--- config.mk ---
export PLATFORM = sky130hd
export DESIGN_NAME = id_ex_stage
export DESIGN_NICKNAME = d
export VERILOG_FILES = /design/src/rtl/id_ex_stage.sv
export SDC_FILE = /design/constraint.sdc
export NUM_CORES = 1
export LEC_CHECK = 0
export BUFFER_PORTS_ARGS = -buffer_cell sky130_fd_sc_hd__buf_2
export CAP_MARGIN = 20
export CORE_AREA = 2 2 152 154
export DETAILED_ROUTE_END_ITERATION = 10
export DIE_AREA = 0 0 154 156
export GPL_TIMING_DRIVEN = 0
export PLACE_DENSITY = 0.69
export RECOVER_POWER = 100
export SETUP_SLACK_MARGIN = 0.1
export SLEW_MARGIN = 30
export SYNTH_ARGS = -nofsm -noshare
export SYNTH_HDL_FRONTEND = slang
export SYNTH_SLANG_ARGS = --single-unit
--- constraint.sdc ---
create_clock -name clk -period 2.8 [get_ports clk]
set_input_delay 0.56 -clock clk [delete_from_list [all_inputs] [get_ports clk]]
set_output_delay 0.56 -clock clk [all_outputs]
set_load 0.02 [all_outputs]
--- src/rtl/id_ex_stage.sv ---
// ID/EX pipeline register with load-use hazard detection, control-hazard
// flush and saturating bubble/flush performance counters.
module id_ex_stage #(
  parameter int XLEN  = 32,
  parameter int CNT_W = 32
) (
  input  logic             clk,
  input  logic             rstn,
  input  logic             id_valid,
  input  logic [XLEN-1:0]  id_pc,
  input  logic [XLEN-1:0]  id_imm,
  input  logic [XLEN-1:0]  id_rs1_data,
  input  logic [XLEN-1:0]  id_rs2_data,
  input  logic [4:0]       id_rs1,
  input  logic [4:0]       id_rs2,
  input  logic [4:0]       id_rd,
  input  logic             id_rs1_used,
  input  logic             id_rs2_used,
  input  logic             id_reg_write,
  input  logic             id_mem_write,
  input  logic             id_branch,
  input  logic             id_jump,
  input  logic             id_auipc,
  input  logic             id_alu_src_b,
  input  logic [1:0]       id_mem_to_reg,
  input  logic [3:0]       id_alu_op,
  input  logic             ex_redirect,
  input  logic             mem_stall,
  output logic             ex_valid,
  output logic [XLEN-1:0]  ex_pc,
  output logic [XLEN-1:0]  ex_imm,
  output logic [XLEN-1:0]  ex_rs1_data,
  output logic [XLEN-1:0]  ex_rs2_data,
  output logic [4:0]       ex_rs1,
  output logic [4:0]       ex_rs2,
  output logic [4:0]       ex_rd,
  output logic             ex_rs1_used,
  output logic             ex_rs2_used,
  output logic             ex_reg_write,
  output logic             ex_mem_write,
  output logic             ex_branch,
  output logic             ex_jump,
  output logic             ex_auipc,
  output logic             ex_alu_src_b,
  output logic [1:0]       ex_mem_to_reg,
  output logic [3:0]       ex_alu_op,
  output logic             pc_write,
  output logic             if_id_write,
  output logic             if_id_flush,
  output logic [CNT_W-1:0] bubble_cnt,
  output logic [CNT_W-1:0] flush_cnt
);

  typedef struct packed {
    logic            valid;
    logic [XLEN-1:0] pc;
    logic [XLEN-1:0] imm;
    logic [XLEN-1:0] rs1_data;
    logic [XLEN-1:0] rs2_data;
    logic [4:0]      rs1;
    logic [4:0]      rs2;
    logic [4:0]      rd;
    logic            rs1_used;
    logic            rs2_used;
    logic            reg_write;
    logic            mem_write;
    logic            branch;
    logic            jump;
    logic            auipc;
    logic            alu_src_b;
    logic [1:0]      mem_to_reg;
    logic [3:0]      alu_op;
  } stage_t;

  localparam logic [1:0] M2R_LOAD = 2'b11;

  stage_t            st_q, st_d, id_pkt;
  logic [CNT_W-1:0]  bub_q, bub_d, flu_q, flu_d;
  logic              luse;

  // Pack the ID-side fields into one word for capture
  always_comb begin
    id_pkt            = '0;
    id_pkt.valid      = id_valid;
    id_pkt.pc         = id_pc;
    id_pkt.imm        = id_imm;
    id_pkt.rs1_data   = id_rs1_data;
    id_pkt.rs2_data   = id_rs2_data;
    id_pkt.rs1        = id_rs1;
    id_pkt.rs2        = id_rs2;
    id_pkt.rd         = id_rd;
    id_pkt.rs1_used   = id_rs1_used;
    id_pkt.rs2_used   = id_rs2_used;
    id_pkt.reg_write  = id_reg_write;
    id_pkt.mem_write  = id_mem_write;
    id_pkt.branch     = id_branch;
    id_pkt.jump       = id_jump;
    id_pkt.auipc      = id_auipc;
    id_pkt.alu_src_b  = id_alu_src_b;
    id_pkt.mem_to_reg = id_mem_to_reg;
    id_pkt.alu_op     = id_alu_op;
  end

  // A load in EX whose destination the ID instruction reads; x0 never hazards
  assign luse = st_q.valid && st_q.reg_write && (st_q.mem_to_reg == M2R_LOAD) &&
                (st_q.rd != 5'd0) && id_valid &&
                ((id_rs1_used && (id_rs1 == st_q.rd)) ||
                 (id_rs2_used && (id_rs2 == st_q.rd)));

  // Hazard priority: memory freeze, then redirect flush, then load-use bubble
  always_comb begin
    st_d        = st_q;
    bub_d       = bub_q;
    flu_d       = flu_q;
    pc_write    = 1'b1;
    if_id_write = 1'b1;
    if_id_flush = 1'b0;
    if (mem_stall) begin
      pc_write    = 1'b0;
      if_id_write = 1'b0;
    end else if (ex_redirect) begin
      st_d        = '0;
      if_id_flush = 1'b1;
      flu_d       = (flu_q == '1) ? flu_q : flu_q + CNT_W'(1);
    end else if (luse) begin
      st_d        = '0;
      pc_write    = 1'b0;
      if_id_write = 1'b0;
      bub_d       = (bub_q == '1) ? bub_q : bub_q + CNT_W'(1);
    end else begin
      // An invalid ID slot enters EX as a full zero bubble
      st_d = id_valid ? id_pkt : '0;
    end
  end

  // Stage register and counters; reset yields a NOP bubble
  always_ff @(posedge clk or negedge rstn) begin
    if (!rstn) begin
      st_q  <= '0;
      bub_q <= '0;
      flu_q <= '0;
    end else begin
      st_q  <= st_d;
      bub_q <= bub_d;
      flu_q <= flu_d;
    end
  end

  assign ex_valid      = st_q.valid;
  assign ex_pc         = st_q.pc;
  assign ex_imm        = st_q.imm;
  assign ex_rs1_data   = st_q.rs1_data;
  assign ex_rs2_data   = st_q.rs2_data;
  assign ex_rs1        = st_q.rs1;
  assign ex_rs2        = st_q.rs2;
  assign ex_rd         = st_q.rd;
  assign ex_rs1_used   = st_q.rs1_used;
  assign ex_rs2_used   = st_q.rs2_used;
  assign ex_reg_write  = st_q.reg_write;
  assign ex_mem_write  = st_q.mem_write;
  assign ex_branch     = st_q.branch;
  assign ex_jump       = st_q.jump;
  assign ex_auipc      = st_q.auipc;
  assign ex_alu_src_b  = st_q.alu_src_b;
  assign ex_mem_to_reg = st_q.mem_to_reg;
  assign ex_alu_op     = st_q.alu_op;
  assign bubble_cnt    = bub_q;
  assign flush_cnt     = flu_q;

endmodule

==> qor.txt <==
status -> finished with violations
failing checks -> max-capacitance violations, max-slew violations
Synth Area in Compound Gates -> 0.1662
final setup fails -> 0
clk_skew -> 8.521 ps
Synth Net Count -> 809
commonest cells after routing, fill and taps aside -> clkbuf_1 (243), dfrtp_1 (218), buf_2 (165)
post-synthesis sequential area ratio -> 0.6291
CTS tree -> built
Hold Slack -> 261.5 ps
Worst Setup Start Kind -> register
row count -> 55
final worst slack -> 12.59 ps
synth unique cells -> 46
grt total ovfl -> 0
total CTS buffers -> 24
Overall Power -> 0.008046 W
hold path start -> id_rs1_data[10]
main combinational cell family by area after synthesis -> compound AO/OA/AOI/OAI gates
synthesized area per cell -> 13.69 um2
PD cells -> 674.3 nW/um2
DPL Wire Length -> 20100 um
CORE AREA -> 22370 um2
Area Growth Syn to Fin -> 35.12%
vias in the first global route -> 7169
leak pwr -> 5.740 nW
Crit Path Class -> register to output pin
Worst-Margin Slew -> 2040 ps
final instance area -> 11930 um2
DRT Pass-1 Iters -> 5
maximum number of pins on one net before global-route repair -> 87
worst-case vdd ir drop -> 458.3 uV
number of max-cap violations -> 1
Via density -> 5.199
post-synthesis simple-gate area fraction -> 0.09748
Place WS -> -11.07 ps
CP startpoint -> ex_rd[2]
Final nets -> 1233
I/O pin cnt -> 387
count of input and output buffers -> 385
Slew Limit Headroom -> -0.3597
Vert. Die Dim -> 156 um
initial antenna violation count -> 5
clock slew seen by the registers of the worst setup and hold paths -> 60 ps
crit path capture -> pc_write
RSZ-0062 raised after global routing -> yes
antenna-violating nets left -> 0
Post-Synth Adder-Cell Area -> 0.002834
Peak Freq -> 358.8 MHz
Worst Path Required -> 2240 ps
Hold Violations, Final -> 0
commonest non-fill, non-tap cell in the layout -> clkbuf_1
max-slew violation count -> 80
Post-Synth XOR/XNOR Area -> 0.06942
register-to-register path setup slack -> 130 ps
critical path peak fanout -> 4
cts-stage hold buffer count -> 0
layout cells sized above 1 -> 0.2350
endpoint type of the worst setup path -> output pin
clock sinks -> 222
Starting Density -> 0.3949
# DRC -> 0
Cell Area, Placed -> 11180 um2
later-pin clock latency in the skew report -> 510 ps
Die ar. -> 24020 um2
H-tree lvl count -> 1
clock tree buffer depth -> 3
Fill cells -> 2081
first-pass GRT wire length -> 40710 um
Hold/Removal Path Class -> primary input to register
minimum clock period -> 2787 ps
crit path DAT -> 2230 ps
vias -> 7144
Placer Congestion -> 0.8313
Syn Inst Count -> 645
DR WL/cell -> 19.66 um
Global Route Usage Sum -> 0.2153
Root Driver -> clkbuf_16
drt initial violations -> 447
Total Wirelength -> 27020 um
Yosys Warn Count -> 0
Die Wd -> 154 um
Yosys reg bits -> 222
setup TNS -> 0 ps
worst flop-to-flop path endpoint -> ex_rs1_data[28]
reg2reg path depth -> 8
Final period util -> 0.9955
R2R Path Start -> ex_rd[2]
post-synthesis mux area share -> 0.002550
post-synthesis cell area -> 8831 um2
[worst min path at each step]
stage                            to  slack [ps]  cells past startpoint
finish              ex_rs1_data[10]         260                      2
global route             ex_imm[13]         240                      2
CTS                       ex_pc[31]          50                      1
detailed placement   bubble_cnt[30]         490                      1
global placement      flush_cnt[20]         480                      1
floorplan             bubble_cnt[0]         260                      0
[cells in the mapped netlist, drive strengths merged]
library cell / number / area [um2]
o211ai: 1 / 12.51
o21ba: 1 / 10.01
nor2b: 1 / 6.260
nand2b: 1 / 6.260
and3: 15 / 93.84
nor3: 5 / 30.03
or4: 3 / 26.27
a211oi: 1 / 7.510
o211a: 1 / 10.01
dfrtp: 222 / 5555
nand4: 28 / 181.4
and4bb: 1 / 16.27
xnor2: 49 / 429.2
nor4b: 1 / 23.77
a22o: 157 / 1375
nand3: 24 / 125.1
buf: 21 / 200.2
a21oi: 3 / 15.01
clkbuf: 18 / 67.56
and4: 15 / 131.4
xor2: 21 / 183.9
nor2: 14 / 62.56
o21ai: 1 / 5.000
and2: 3 / 18.77
mux2: 2 / 22.52
inv: 5 / 18.77
a32oi: 1 / 16.27
a21o: 1 / 7.510
ha: 2 / 25.02
nand2: 19 / 71.32
or3: 2 / 12.51
nor3b: 2 / 15.01
o31a: 1 / 8.760
nor4: 3 / 40.04
[routing by layer]
layer | part of all wire | vias to the layer above | track usage | wire length (um)
li1 | - | 3283 | - | -
met1 | 0.40 | 3502 | 0.2722 | 10920
met2 | 0.49 | 307 | 0.3587 | 13230
met3 | 0.084 | 50 | 0.06167 | 2257
met4 | 0.022 | 2 | 0.06943 | 600
met5 | 0.00048 | - | 0 | 13
[power by group]
group / switching (W) / internal, W
logic: 0.000578 / 0.000334
clock network: 0.00128 / 0.00233
registers: 0.000147 / 0.00338
[cell type report]
class	instances	area [um2]	share of cell area
antenna	4	10.01	0.0008388
buffer	39	264.0	0.02212
clock buffer	33	715.7	0.05998
clock inverter	9	201.4	0.01688
inverter	5	18.77	0.001573
multi-input combinational	379	3013	0.2525
sequential	222	5560	0.4660
tap	285	356.6	0.02988
timing repair buffer	398	1793	0.1503
[per-stage QoR]
stage                     utilization  cells
after floorplan                     -    645
after global placement         0.4970   1315
after detailed placement       0.4999   1317
after CTS                      0.5460   1366
after global routing           0.5334   1373
final                          0.5335   1374
[cell families (layout without fill, tap and decap cells)]
group           Yosys count  after routing
fa+ha+maj                 2              2
xor+xnor                 70             70
buf+inv                  44            484
other cells               0              4
mux                       2              2
compound gates          168            168
simple gates            137            137
flops                   222            222
[critical path, cell delays in order, from the launching register on]
cell	delay, ps
dfrtp_2	430
or4_4	560
o211ai_4	230
nor2_4	80
a21oi_4	200
buf_6	120
buf_6	110
[repair_timing]
| item | 4_1_cts | 5_1_grt |
|---|---|---|
| hold endpoints to repair | 0 | 0 |
| pin swaps | 5 | 0 |
| setup buffers | 7 | 4 |
| endpoints found under the setup margin | 2 | 2 |
| gates resized for setup | 12 | 3 |
Power figures use the tool's default switching activity.
